**src/rtl/reset_seq_pkg.sv**
```systemverilog
// Shared types and defaults for the board reset sequencer.
package reset_seq_pkg;

  // Sequencer states: the four active states plus IDLE.
  typedef enum logic [2:0] {
    IDLE       = 3'd0,
    DELAY      = 3'd1,
    ASSERT     = 3'd2,
    WAIT_READY = 3'd3,
    RELEASE    = 3'd4
  } state_e;

  // Width of the completed-sequence counter.
  localparam int unsigned COUNT_W = 16;

  // Default sizing and timing for the board build.
  localparam int unsigned DEF_NREQ      = 3;
  localparam int unsigned DEF_NSTAGES   = 4;
  localparam int unsigned DEF_DELAY_CNT = 1023;
  localparam int unsigned DEF_HOLD_CNT  = 31;
  localparam int unsigned DEF_GAP_CNT   = 255;
  localparam int unsigned DEF_CNT_BITS  = 10;

  // Increment that sticks at all-ones instead of wrapping.
  function automatic logic [COUNT_W-1:0] sat_inc(input logic [COUNT_W-1:0] v);
    return (v == '1) ? v : v + COUNT_W'(1);
  endfunction

endpackage

```
**src/rtl/reset_seq_timer.sv**
```systemverilog
// Loadable down-counter shared by the DELAY, ASSERT and RELEASE phases.
// Counts down to zero and parks there until reloaded.
module reset_seq_timer #(
  parameter int unsigned CNT_BITS  = 10,
  parameter int unsigned RESET_VAL = 0
) (
  input  logic                clock_i,
  input  logic                reset_n_i,
  input  logic                load_i,
  input  logic [CNT_BITS-1:0] load_val_i,
  output logic                zero_o
);

  logic [CNT_BITS-1:0] cnt_q;
  logic [CNT_BITS-1:0] cnt_d;

  // Next count: load wins, otherwise decrement toward zero and hold.
  always_comb begin
    // NOTE: every variable gets a default before any branch so no path leaves it
    // unassigned; a missing default infers a latch.
    cnt_d = cnt_q;
    if (load_i) begin
      cnt_d = load_val_i;
    end else if (cnt_q != '0) begin
      cnt_d = cnt_q - CNT_BITS'(1);
    end
  end

  // Counter register; comes out of reset preloaded with the power-up hold time.
  always_ff @(posedge clock_i or negedge reset_n_i) begin
    // NOTE: sequential state uses non-blocking assignment so every flop samples
    // pre-edge values; blocking here would create order-dependent races.
    if (!reset_n_i) begin
      cnt_q <= CNT_BITS'(RESET_VAL);
    end else begin
      cnt_q <= cnt_d;
    end
  end

  assign zero_o = (cnt_q == '0);

endmodule

```
**src/rtl/reset_sequencer.sv**
```systemverilog
// Board reset controller: collects reset requests, defers soft requests so the
// wishbone ack can leave the chip, asserts all subsystem resets, then releases
// them one stage at a time (stage 0 first) once clocks and links are ready.
module reset_sequencer
  import reset_seq_pkg::*;
#(
  parameter int unsigned NREQ      = DEF_NREQ,
  parameter int unsigned NSTAGES   = DEF_NSTAGES,
  parameter int unsigned DELAY_CNT = DEF_DELAY_CNT,
  parameter int unsigned HOLD_CNT  = DEF_HOLD_CNT,
  parameter int unsigned GAP_CNT   = DEF_GAP_CNT,
  parameter int unsigned CNT_BITS  = DEF_CNT_BITS
) (
  input  logic               clock_i,
  input  logic               reset_n_i,
  input  logic               ready_i,
  input  logic [NREQ-1:0]    req_i,
  input  logic [NREQ-1:0]    mask_i,
  output logic [NSTAGES-1:0] stage_reset_o,
  output logic               busy_o,
  output logic               done_o,
  output logic [NREQ-1:0]    cause_o,
  output logic [COUNT_W-1:0] reset_count_o
);

  // Stage index width; a single-stage build still needs a 1-bit index.
  localparam int unsigned KW = (NSTAGES > 1) ? $clog2(NSTAGES) : 1;

  localparam logic [CNT_BITS-1:0] DELAY_V = CNT_BITS'(DELAY_CNT);
  localparam logic [CNT_BITS-1:0] HOLD_V  = CNT_BITS'(HOLD_CNT);
  localparam logic [CNT_BITS-1:0] GAP_V   = CNT_BITS'(GAP_CNT);
  localparam logic [KW-1:0]       LAST_K  = KW'(NSTAGES - 1);

  state_e               state_q, state_d;
  logic [NSTAGES-1:0]   stage_q, stage_d;
  logic [KW-1:0]        k_q, k_d;
  logic [NREQ-1:0]      cause_q, cause_d;
  logic [COUNT_W-1:0]   count_q, count_d;
  logic                 done_q, done_d;
  logic                 busy_q, busy_d;

  logic                 tmr_load;
  logic [CNT_BITS-1:0]  tmr_val;
  logic                 tmr_zero;
  logic                 enter_assert;
  logic [NREQ-1:0]      hit;

  // Requests are level-sampled; every enabled requester counts, no priority.
  assign hit = req_i & mask_i;

  reset_seq_timer #(
    .CNT_BITS  (CNT_BITS),
    .RESET_VAL (HOLD_CNT)
  ) u_timer (
    .clock_i    (clock_i),
    .reset_n_i  (reset_n_i),
    .load_i     (tmr_load),
    .load_val_i (tmr_val),
    .zero_o     (tmr_zero)
  );

  // Next-state and next-output logic for the sequencer.
  always_comb begin
    state_d      = state_q;
    stage_d      = stage_q;
    k_d          = k_q;
    cause_d      = cause_q;
    count_d      = count_q;
    done_d       = 1'b0;
    tmr_load     = 1'b0;
    tmr_val      = HOLD_V;
    enter_assert = 1'b0;

    case (state_q)
      IDLE: begin
        stage_d = '0;
        if (!ready_i) begin
          // Losing clocks/links outranks any pending request.
          enter_assert = 1'b1;
          cause_d      = '0;
        end else if (hit != '0) begin
          state_d  = DELAY;
          tmr_load = 1'b1;
          tmr_val  = DELAY_V;
          cause_d  = hit;
        end
      end

      DELAY: begin
        // Outputs stay quiet while the wishbone response drains.
        if (!ready_i || tmr_zero) begin
          enter_assert = 1'b1;
        end
      end

      ASSERT: begin
        // Minimum hold is unconditional; ready is only consulted afterwards.
        stage_d = '1;
        if (tmr_zero) begin
          state_d = WAIT_READY;
        end
      end

      WAIT_READY: begin
        if (ready_i) begin
          if (NSTAGES == 1) begin
            stage_d = '0;
            state_d = IDLE;
            done_d  = 1'b1;
            count_d = sat_inc(count_q);
          end else begin
            stage_d[0] = 1'b0;
            k_d        = KW'(1);
            state_d    = RELEASE;
            tmr_load   = 1'b1;
            tmr_val    = GAP_V;
          end
        end
      end

      RELEASE: begin
        if (!ready_i) begin
          enter_assert = 1'b1;
        end else if (tmr_zero) begin
          stage_d[k_q] = 1'b0;
          if (k_q == LAST_K) begin
            state_d = IDLE;
            k_d     = '0;
            done_d  = 1'b1;
            count_d = sat_inc(count_q);
          end else begin
            k_d      = k_q + KW'(1);
            tmr_load = 1'b1;
            tmr_val  = GAP_V;
          end
        end
      end

      default: begin
        enter_assert = 1'b1;
      end
    endcase

    // Every entry into ASSERT re-arms all stages together and restarts the hold.
    if (enter_assert) begin
      state_d  = ASSERT;
      stage_d  = '1;
      k_d      = '0;
      tmr_load = 1'b1;
      tmr_val  = HOLD_V;
    end

    busy_d = (state_d != IDLE);
  end

  // State and output registers; reset lands in ASSERT so power-up sequences itself.
  always_ff @(posedge clock_i or negedge reset_n_i) begin
    if (!reset_n_i) begin
      state_q <= ASSERT;
      stage_q <= '1;
      k_q     <= '0;
      cause_q <= '0;
      count_q <= '0;
      done_q  <= 1'b0;
      busy_q  <= 1'b1;
    end else begin
      state_q <= state_d;
      stage_q <= stage_d;
      k_q     <= k_d;
      cause_q <= cause_d;
      count_q <= count_d;
      done_q  <= done_d;
      busy_q  <= busy_d;
    end
  end

  assign stage_reset_o = stage_q;
  assign busy_o        = busy_q;
  assign done_o        = done_q;
  assign cause_o       = cause_q;
  assign reset_count_o = count_q;

endmodule
```
**config.mk**
```make
export PLATFORM = sky130hd
export DESIGN_NAME = reset_sequencer
export DESIGN_NICKNAME = d
export VERILOG_FILES = /design/src/rtl/reset_seq_pkg.sv /design/src/rtl/reset_seq_timer.sv /design/src/rtl/reset_sequencer.sv
export SDC_FILE = /design/constraint.sdc
export NUM_CORES = 1
export LEC_CHECK = 0
export CELL_PAD_IN_SITES_DETAIL_PLACEMENT = 1
export CELL_PAD_IN_SITES_GLOBAL_PLACEMENT = 2
export CORE_MARGIN = 1.5
export CORE_UTILIZATION = 34
export CTS_CLUSTER_DIAMETER = 50
export DETAILED_ROUTE_END_ITERATION = 10
export PLACE_DENSITY = 0.82
export RECOVER_POWER = 25
export SYNTH_ARGS = -nofsm -noshare
export SYNTH_HDL_FRONTEND = slang
export SYNTH_SLANG_ARGS = --single-unit
```
**constraint.sdc**
```tcl
create_clock -name clock_i -period 2.6 [get_ports clock_i]
set_input_delay 0.65 -clock clock_i [delete_from_list [all_inputs] [get_ports clock_i]]
set_output_delay 0.65 -clock clock_i [all_outputs]
set_load 0.005 [all_outputs]
```
==> run summary, run 1 <==
- **run status** finished with violations
- **violations in the final reports** max-capacitance violations, max-slew violations
- **power per cell area** 439 nW/um2
- **ys async rst share** 100%
- **worst voltage drop across the vdd grid** 286 uV
- **Worst EP required** 2.78 ns
- **Hold Crit Class** reg -> reg
- **Hold Fails Final Rpt** 0
- **kind of end point of the critical path** register
- **WS Path Type** reg -> reg
- **maximum number of pins on one net before global-route repair** 36
- **count of different cell masters after synthesis** 50
- **Root Buffer Master** clkbuf_8
- **CTS Buf Count** 5
- **clock tree from TritonCTS** done
- **post-synthesis sequential area ratio** 46.0%
- **vias in the first global route** 1,927
- **Slew headroom** -31.8%
- **unrepaired setup endpoints after global routing** false
- **total of buffers placed on input and output ports** 33
- **leakage power** 1.10 nW
- **final worst-path setup slack** 0.453 ns
- **clock tree skew after final layout** 0.00541 ns
- **antenna violations before repair** 0
- **Post-synth EDFFs** 0
- **per-instance average area after synthesis** 9.85 um2
- **Final ANT Viol Nets** 0
- **Least-Margin Pin Slew** 1.98 ns
- **deepest clock path buffer count** 2
- **DRC violation total after the first TritonRoute iteration** 57
- **count of instances resized after the clock tree is built** 0
- **cell types with the largest area share after synthesis** dfrtp_1 (33%), dfstp_2 (13%), xnor2_1 (5.6%)
- **worst endpoint data arrival time** 2.33 ns
- **clock latency on the worst-skew pair** 0.29 ns
- **Tot GR Track Use** 16.2%
- **horizontal extent of the die** 83.6 um
- **DR DRC count** 0
- **Std-Cell Rows** 29
- **Die H** 83.6 um
- **setup TNS after final layout** 0 ns
- **total wirelength of the detailed-routed design** 5230 um
- **area share of the largest cell type after synthesis** 32.9%
- **die area** 6980 um2
- **FMAX** 0.466 GHz
- **H-tree Lvls** 2
- **Final Cycle Share** 82.6%
- **layout-stage area growth over the synthesis result** 26.0%
- **final worst path period need** 2.15 ns
- **Synth Flop Type** dfrtp_1
- **starting density of the core** 35.0%
- **maximum fanout along the worst path** 11
- **postcts setup bufs** 0
- **Final Max Slew Viols** 36
- **area leader, netlist** dfrtp_1
- **detailed-placement wirelength estimate** 3910 um
- **Final setup violation count** 0
- **clock edge transition at the registers on the reported setup and hold paths** 0.08 ns
- **hold buffer count at CTS** 0
- **global-route wire length before repair** 9210 um
- **Post-Syn Area** 2210 um2
- **dpl ws** 0.265 ns
- **top-level I/O count** 34
- **FF+latch count, synth** 40
- **Yosys warning total** 0
- **routed len/inst** 15.2 um
- **via count of the routed design** 1,809
- **maximum capacitance violations** 1
- **ratio of cells with drive above 1 in the final layout** 15.0%
- **Sinks on Clock Net** 40
- **# nets final** 282
- **area of the core** 6310 um2
- **Synth Instances** 224
- **total grt overflow** 0
- **startpoint types** register
- **Final Wtd Congestion** 0.797
- **WHS** 0.489 ns
- **1st-pass router iterations** 4
- **via count normalized by instance count** 5.26
- **# diodes** 0
- **leading post-synthesis cells by instance count** dfrtp_1 (29), nand2_1 (29), nor2_1 (22)
- **net count after synthesis** 240
-- state kept, by name, summed over array words and instances (netlist names) --
name / flops
state_q: 3
k_q: 2
u_timer.cnt_q: 10
cause_o: 3
busy_o: 1
stage_reset_o: 4
done_o: 1
reset_count_o: 16
-- cell families after synthesis --
family	Yosys count	synth area share, %
XOR/XNOR	16	6.35
multiplexers	4	1.93
AO/OA/AOI/OAI	41	14.2
AND/OR/NAND/NOR	105	25.4
flip-flops	40	46.0
buffers and inverters	11	2.21
adder cells (fa/ha/maj)	7	3.97
-- cell type report --
type / count / area (um2)
repair buffers: 40 / 377
flip-flops and latches: 40 / 1010
clock buffers: 7 / 96.3
inverters: 6 / 22.5
multi-input cells: 173 / 1140
fillers: 719 / 3530
well taps: 77 / 96.3
clock inverters: 1 / 30.0
-- cells in the final DEF, fill, tap and decap left out, drive strengths merged, types with 2 or more instances in the layout --
cell type	Yosys	final
a211oi	3	3
o21ai	7	7
inv	6	6
dfrtp	29	29
o211ai	3	3
dfstp	11	11
or2	2	2
mux2	2	2
buf	5	7
a22oi	2	2
ha	7	7
nand4	7	7
clkbuf	0	8
o31ai	2	2
clkdlybuf4s50	0	32
nor2b	2	2
or3	2	2
xor2	2	2
nor3	9	9
nand4b	2	2
a31oi	3	3
a21oi	12	12
a21boi	2	2
nand3	20	20
nand2	29	29
a32o	3	3
nor4b	2	2
xnor2	14	14
nor2	22	22
mux2i	2	2
nand2b	4	4
-- critical path: stages (launching register included) --
cell      delay (ns)
dfstp_2         0.39
inv_1           0.11
ha_1            0.20
nor4b_4         0.28
nand3_2         0.28
a211oi_2        0.23
buf_4           0.22
mux2_1          0.33
-- metrics by stage --
stage,utilization [%],total power [W],area (um2),std cells
after floorplan,-,0.000644,2210,224
after global placement,42.1,0.000679,2660,336
after detailed placement,42.1,0.000679,2660,336
after CTS,44.1,0.00125,2780,344
after global routing,44.0,0.00128,2780,344
final,44.0,0.00122,2780,344
-- where the power goes --
group	leakage [nW]	switching (W)	internal (W)
Sequential	0.500	0	0.000623
Combinational	0.534	0.0000248	0.0000193
Clock	0.0645	0.000215	0.000339
Total	1.10	0.000239	0.000981
-- worst paths after layout --
path / endpoint / startpoint / slack, ns / cells past startpoint
max reg2reg: reset_count_o[1] / u_timer.cnt_q[0] / 0.45 / 7
max in group asynchronous: k_q[1] / reset_n_i / 0.56 / 1
min reg2reg: stage_reset_o[3] / stage_reset_o[3] / 0.49 / 2
min: stage_reset_o[3] / stage_reset_o[3] / 0.49 / 2
min in group asynchronous: reset_count_o[13] / reset_n_i / 0.91 / 1
max: reset_count_o[1] / u_timer.cnt_q[0] / 0.45 / 7
-- layer usage --
metal / track usage [%] / share of wire, % / vias up
met1: 21.0 / 48 / 889
met3: 3.76 / 3.3 / 5
li1: - / - / 883
met5: 0 / 0 / -
met2: 27.6 / 48 / 32
met4: 3.73 / 0.84 / 0
Power figures use the tool's default switching activity.
==> inputs of run 2 (changes only) <==
- CORE_UTILIZATION: 34 -> 30
- PLACE_DENSITY: 0.82 -> 0.77
- clock period: 2.6 -> 1.8 ns (I/O delays scaled with it)
==> run summary, run 2 (same netlist as run 1, synthesis figures left out) <==
- **routed len/inst** 14.7 um
- **detailed-placement wirelength estimate** 4490 um
- **flip-flop count of the largest register after layout** 16
- **final worst path period need** 1.86 ns
- **1st-pass router iterations** 4
- **Least-Margin Pin Slew** 0.829 ns
- **Crit path buffers/inverters** 3
- **end of the worst register-to-register path** reset_count_o[2]
- **Final setup violation count** 23
- **Sinks on Clock Net** 40
- **clock edge transition at the registers on the reported setup and hold paths** 0.08 ns
- **Final Wtd Congestion** 0.732
- **startpoint types** register
- **Slew headroom** 44.7%
- **FMAX** 0.538 GHz
- **Final Max Slew Viols** 0
- **via count of the routed design** 2,001
- **Critical Path Source** u_timer.cnt_q[1]
- **kind of end point of the critical path** register
- **via count normalized by instance count** 4.86
- **power per cell area** 518 nW/um2
- **overall power after layout** 0.00172 W
- **top library cells by usage in the layout, fill and taps aside** buf_4 (43), dfrtp_1 (29), nand2_1 (28)
- **Worst EP required** 1.98 ns
- **Tot GR Track Use** 16.6%
- **clock tree skew after final layout** 0.00555 ns
- **vias in the first global route** 2,092
- **die area** 7880 um2
- **# diodes** 0
- **most common cell after layout, fill and taps aside** buf_4
- **Final ANT Viol Nets** 0
- **Root Buffer Master** clkbuf_8
- **maximum fanout along the worst path** 5
- **endpoint of the worst setup timing path** reset_count_o[2]
- **violations in the final reports** negative setup slack
- **number of cells on the critical path** 9
- **WHS** 0.110 ns
- **# nets final** 328
- **cell with the largest stage delay on the worst path** dfstp_2
- **antenna violations before repair** 0
- **Std-Cell Rows** 31
- **layout-stage area growth over the synthesis result** 49.9%
- **chain of cells forming the critical path** inv_2 > ha_4 > nor4b_4 > nand3_2 > a211oi_4 > buf_6 > buf_6 > nand2_1 > xnor2_1
- **H-tree Lvls** 2
- **critical path's most frequent cell** buf_6
- **global-route wire length before repair** 10,100 um
- **CTS Buf Count** 5
- **top-level I/O count** 34
- **maximum capacitance violations** 0
- **Die H** 88.8 um
- **fill cell instance count of the final layout** 833
- **total wirelength of the detailed-routed design** 6080 um
- **DR DRC count** 0
- **worst setup slack for register-to-register paths** -0.06 ns
- **final cell utilization of the core** 46.1%
- **area of the core** 7180 um2
- **startpoint of the worst-slack reg-to-reg timing path** u_timer.cnt_q[1]
- **reg2reg path depth** 9
- **final instance area** 3310 um2
- **dpl ws** -0.323 ns
- **clock tree from TritonCTS** done
- **maximum number of pins on one net before global-route repair** 32
- **total grt overflow** 0
- **clock latency on the worst-skew pair** 0.30 ns
- **unrepaired setup endpoints after global routing** true
- **WS Path Type** reg -> reg
- **Hold Fails Final Rpt** 0
- **Critical Path Max Stage Delay** 0.38 ns
- **final worst-path setup slack** -0.0583 ns
- **worst endpoint data arrival time** 2.04 ns
- **ratio of cells with drive above 1 in the final layout** 35.1%
- **horizontal extent of the die** 88.8 um
- **DRC violation total after the first TritonRoute iteration** 93
- **cell area reported after detailed placement** 3000 um2
- **worst voltage drop across the vdd grid** 251 uV
- **total of buffers placed on input and output ports** 33
- **starting density of the core** 30.8%
- **Final Cycle Share** 103%
- **hold buffer count at CTS** 0
- **Hold Crit Class** in -> async
- **run status** finished with violations
- **leakage power** 1.39 nW
- **Top delay family on crit path** simple AND/OR/NAND/NOR gates
- **deepest clock path buffer count** 2
run 2: through the flow:
stage,TNS (ns),instances
2_1_floorplan,-0.302,224
3_5_place_dp,-7.37,397
6_report,-0.672,412
4_1_cts,-0.935,409
5_1_grt,-3.49,412
3_3_place_gp,-5.82,397
run 2: how the worst min path moves through the flow:
stage	startpoint	end
final	reset_n_i	reset_count_o[11]
after global routing	reset_n_i	reset_count_o[11]
after CTS	reset_n_i	reset_count_o[11]
after detailed placement	reset_n_i	reset_count_o[15]
after global placement	reset_n_i	reset_count_o[15]
after floorplan	reset_n_i	cause_o[0]
run 2: final cells by class:
class	instances	area [um2]	area share [%]
clock inverter	3	42.5	1.29
clock buffer	5	68.8	2.08
inverter	6	22.5	0.681
timing repair buffer	86	767	23.2
multi-input combinational	173	1270	38.4
sequential	40	1010	30.7
tap	99	124	3.74
run 2: metal layers:
metal,routed length (um),vias up,GRT usage (%),share of wire (%)
met2,3170,37,29.3,52
met4,48,0,4.97,0.79
met5,0,-,0,0
met3,189,4,2.71,3.1
met1,2660,980,20.7,44
li1,-,980,-,-
run 2: timing repair:
item                                    in CTS  in global routing
endpoints found under the setup margin      26                 41
resized for setup                            9                 34
hold endpoints to repair                     0                  0
pin swaps                                   13                  6
setup buffers                                4                  2
cloned                                       0                  1
run 2: where the power goes:
group	leakage (nW)	internal, W	switching [W]
clock	0.0541	0.000411	0.000337
sequential	0.500	0.000899	0
combinational	0.834	0.0000287	0.0000392
total	1.39	0.00134	0.000377
==> inputs of run 3 (changes only) <==
- SETUP_SLACK_MARGIN: default -> 0.15
==> run summary, run 3 (same netlist as run 1, synthesis figures left out) <==
- **kind of end point of the critical path** register
- **area of the core** 7180 um2
- **Crit path buffers/inverters** 5
- **startpoint types** register
- **worst voltage drop across the vdd grid** 266 uV
- **Final ANT Viol Nets** 0
- **Worst EP required** 2.01 ns
- **clock latency on the worst-skew pair** 0.29 ns
- **CTS Buf Count** 5
- **total of buffers placed on input and output ports** 33
- **final worst path period need** 2.02 ns
- **leakage power** 1.68 nW
- **final worst-path setup slack** -0.217 ns
- **violations in the final reports** negative setup slack
- **FMAX** 0.496 GHz
- **clock tree from TritonCTS** done
- **worst setup slack for register-to-register paths** -0.22 ns
- **Die H** 88.8 um
- **DR DRC count** 0
- **detailed-placement wirelength estimate** 4520 um
- **Slew headroom** 29.9%
- **reg2reg path depth** 11
- **Hold Crit Class** in -> async
- **vias in the first global route** 2,299
- **Final Max Slew Viols** 0
- **clock edge transition at the registers on the reported setup and hold paths** 0.08 ns
- **Tot GR Track Use** 17.6%
- **deepest clock path buffer count** 2
- **horizontal extent of the die** 88.8 um
- **Std-Cell Rows** 31
- **final instance area** 3560 um2
- **starting density of the core** 30.8%
- **clock tree skew after final layout** 0.00621 ns
- **layout-stage area growth over the synthesis result** 61.2%
- **Top delay family on crit path** buffers and inverters
- **Critical Path Max Stage Delay** 0.38 ns
- **# diodes** 0
- **via count of the routed design** 2,132
- **unrepaired setup endpoints after global routing** true
- **WS Path Type** reg -> reg
- **1st-pass router iterations** 4
- **fill cell instance count of the final layout** 816
- **maximum capacitance violations** 0
- **number of cells on the critical path** 11
- **antenna violations before repair** 0
- **via count normalized by instance count** 4.86
- **# nets final** 355
- **ratio of cells with drive above 1 in the final layout** 43.8%
- **total grt overflow** 0
- **cell with the largest stage delay on the worst path** dfstp_2
- **FF+latch area** 1020 um2
- **cell area reported after detailed placement** 3060 um2
- **Final Cycle Share** 112%
- **hold buffer count at CTS** 0
- **maximum number of pins on one net before global-route repair** 41
- **global-route wire length before repair** 10,800 um
- **WHS** 0.422 ns
- **Final setup violation count** 36
- **routed len/inst** 14.8 um
- **worst endpoint data arrival time** 2.23 ns
- **Root Buffer Master** clkbuf_8
- **power per cell area** 450 nW/um2
- **Least-Margin Pin Slew** 1.05 ns
- **total wirelength of the detailed-routed design** 6490 um
- **Final Wtd Congestion** 0.791
- **run status** finished with violations
- **Hold Fails Final Rpt** 0
- **most common cell after layout, fill and taps aside** buf_4
- **die area** 7880 um2
- **maximum fanout along the worst path** 5
- **top-level I/O count** 34
- **top library cells by usage in the layout, fill and taps aside** buf_4 (62), dfrtp_1 (28), nand2_1 (21)
- **H-tree Lvls** 2
- **chain of cells forming the critical path** inv_2 > ha_4 > buf_6 > nor4b_4 > buf_4 > nand4_1 > a21oi_2 > buf_4 > a21oi_4 > buf_6 > a31oi_1
- **DRC violation total after the first TritonRoute iteration** 47
- **total area of multi-input combinational cells** 1320 um2
- **flip-flop count of the largest register after layout** 16
- **Sinks on Clock Net** 40
## run 3: cell types whose count changed in the layout (fill, tap and decap cells not counted), moves of 6 or more
cell             before  now
nand3_1              16   10
nand2_2               1    8
clkdlybuf4s50_1      25    4
buf_6                 9   17
dlygate4sd2_1         1   19
nand2_1              28   21
buf_4                43   62
## run 3: routing by layer
layer  part of all wire [%]  GRT usage [%]
met1                     44           20.8
met2                     53           33.2
met3                    2.3           3.08
met4                   0.54           3.55
met5                      0              0
## run 3: worst paths after layout
| path | start | end |
|---|---|---|
| worst max register to register | u_timer.cnt_q[0] | u_timer.cnt_q[7] |
| worst min-delay path | reset_n_i | reset_count_o[0] |
| worst min register to register | stage_reset_o[2] | stage_reset_o[2] |
| worst max-delay path | u_timer.cnt_q[0] | u_timer.cnt_q[7] |
| min in group clock_i | mask_i[1] | cause_o[1] |
| max in group asynchronous | reset_n_i | reset_count_o[2] |
## run 3: cell type report
cell class / count / area share [%]
multi-input cells: 173 / 37.0
flip-flops and latches: 40 / 28.6
repair buffers: 113 / 27.7
well taps: 99 / 3.48
clock buffers: 6 / 2.32
inverters: 6 / 0.633
clock inverters: 2 / 0.281
## run 3: stage by stage
stage,total power [W],utilization (%),setup slack (ns),instances,setup TNS [ns]
after floorplan,0.000931,-,-0.0621,224,-0.331
after global placement,0.000982,42.6,-0.324,403,-7.64
after detailed placement,0.000983,42.6,-0.353,403,-8.56
after CTS,0.00163,48.5,-0.198,436,-4.41
after global routing,0.00167,49.6,-0.289,439,-7.18
final,0.00160,49.6,-0.217,439,-4.49
## run 3: report_power, final
part | switching (W) | internal [W] | leakage, nW | total (W)
registers | 0 | 0.000899 | 0.498 | 0.000899
logic | 0.0000408 | 0.0000295 | 1.13 | 0.0000703
clock network | 0.000325 | 0.000306 | 0.0510 | 0.000631
## run 3: what timing repair did
action	in CTS	in global routing
resized for setup	61	17
hold endpoints to repair	0	0
setup buffers	24	3
setup endpoints to repair	61	47
pin swaps	34	11
gates cloned	1	0
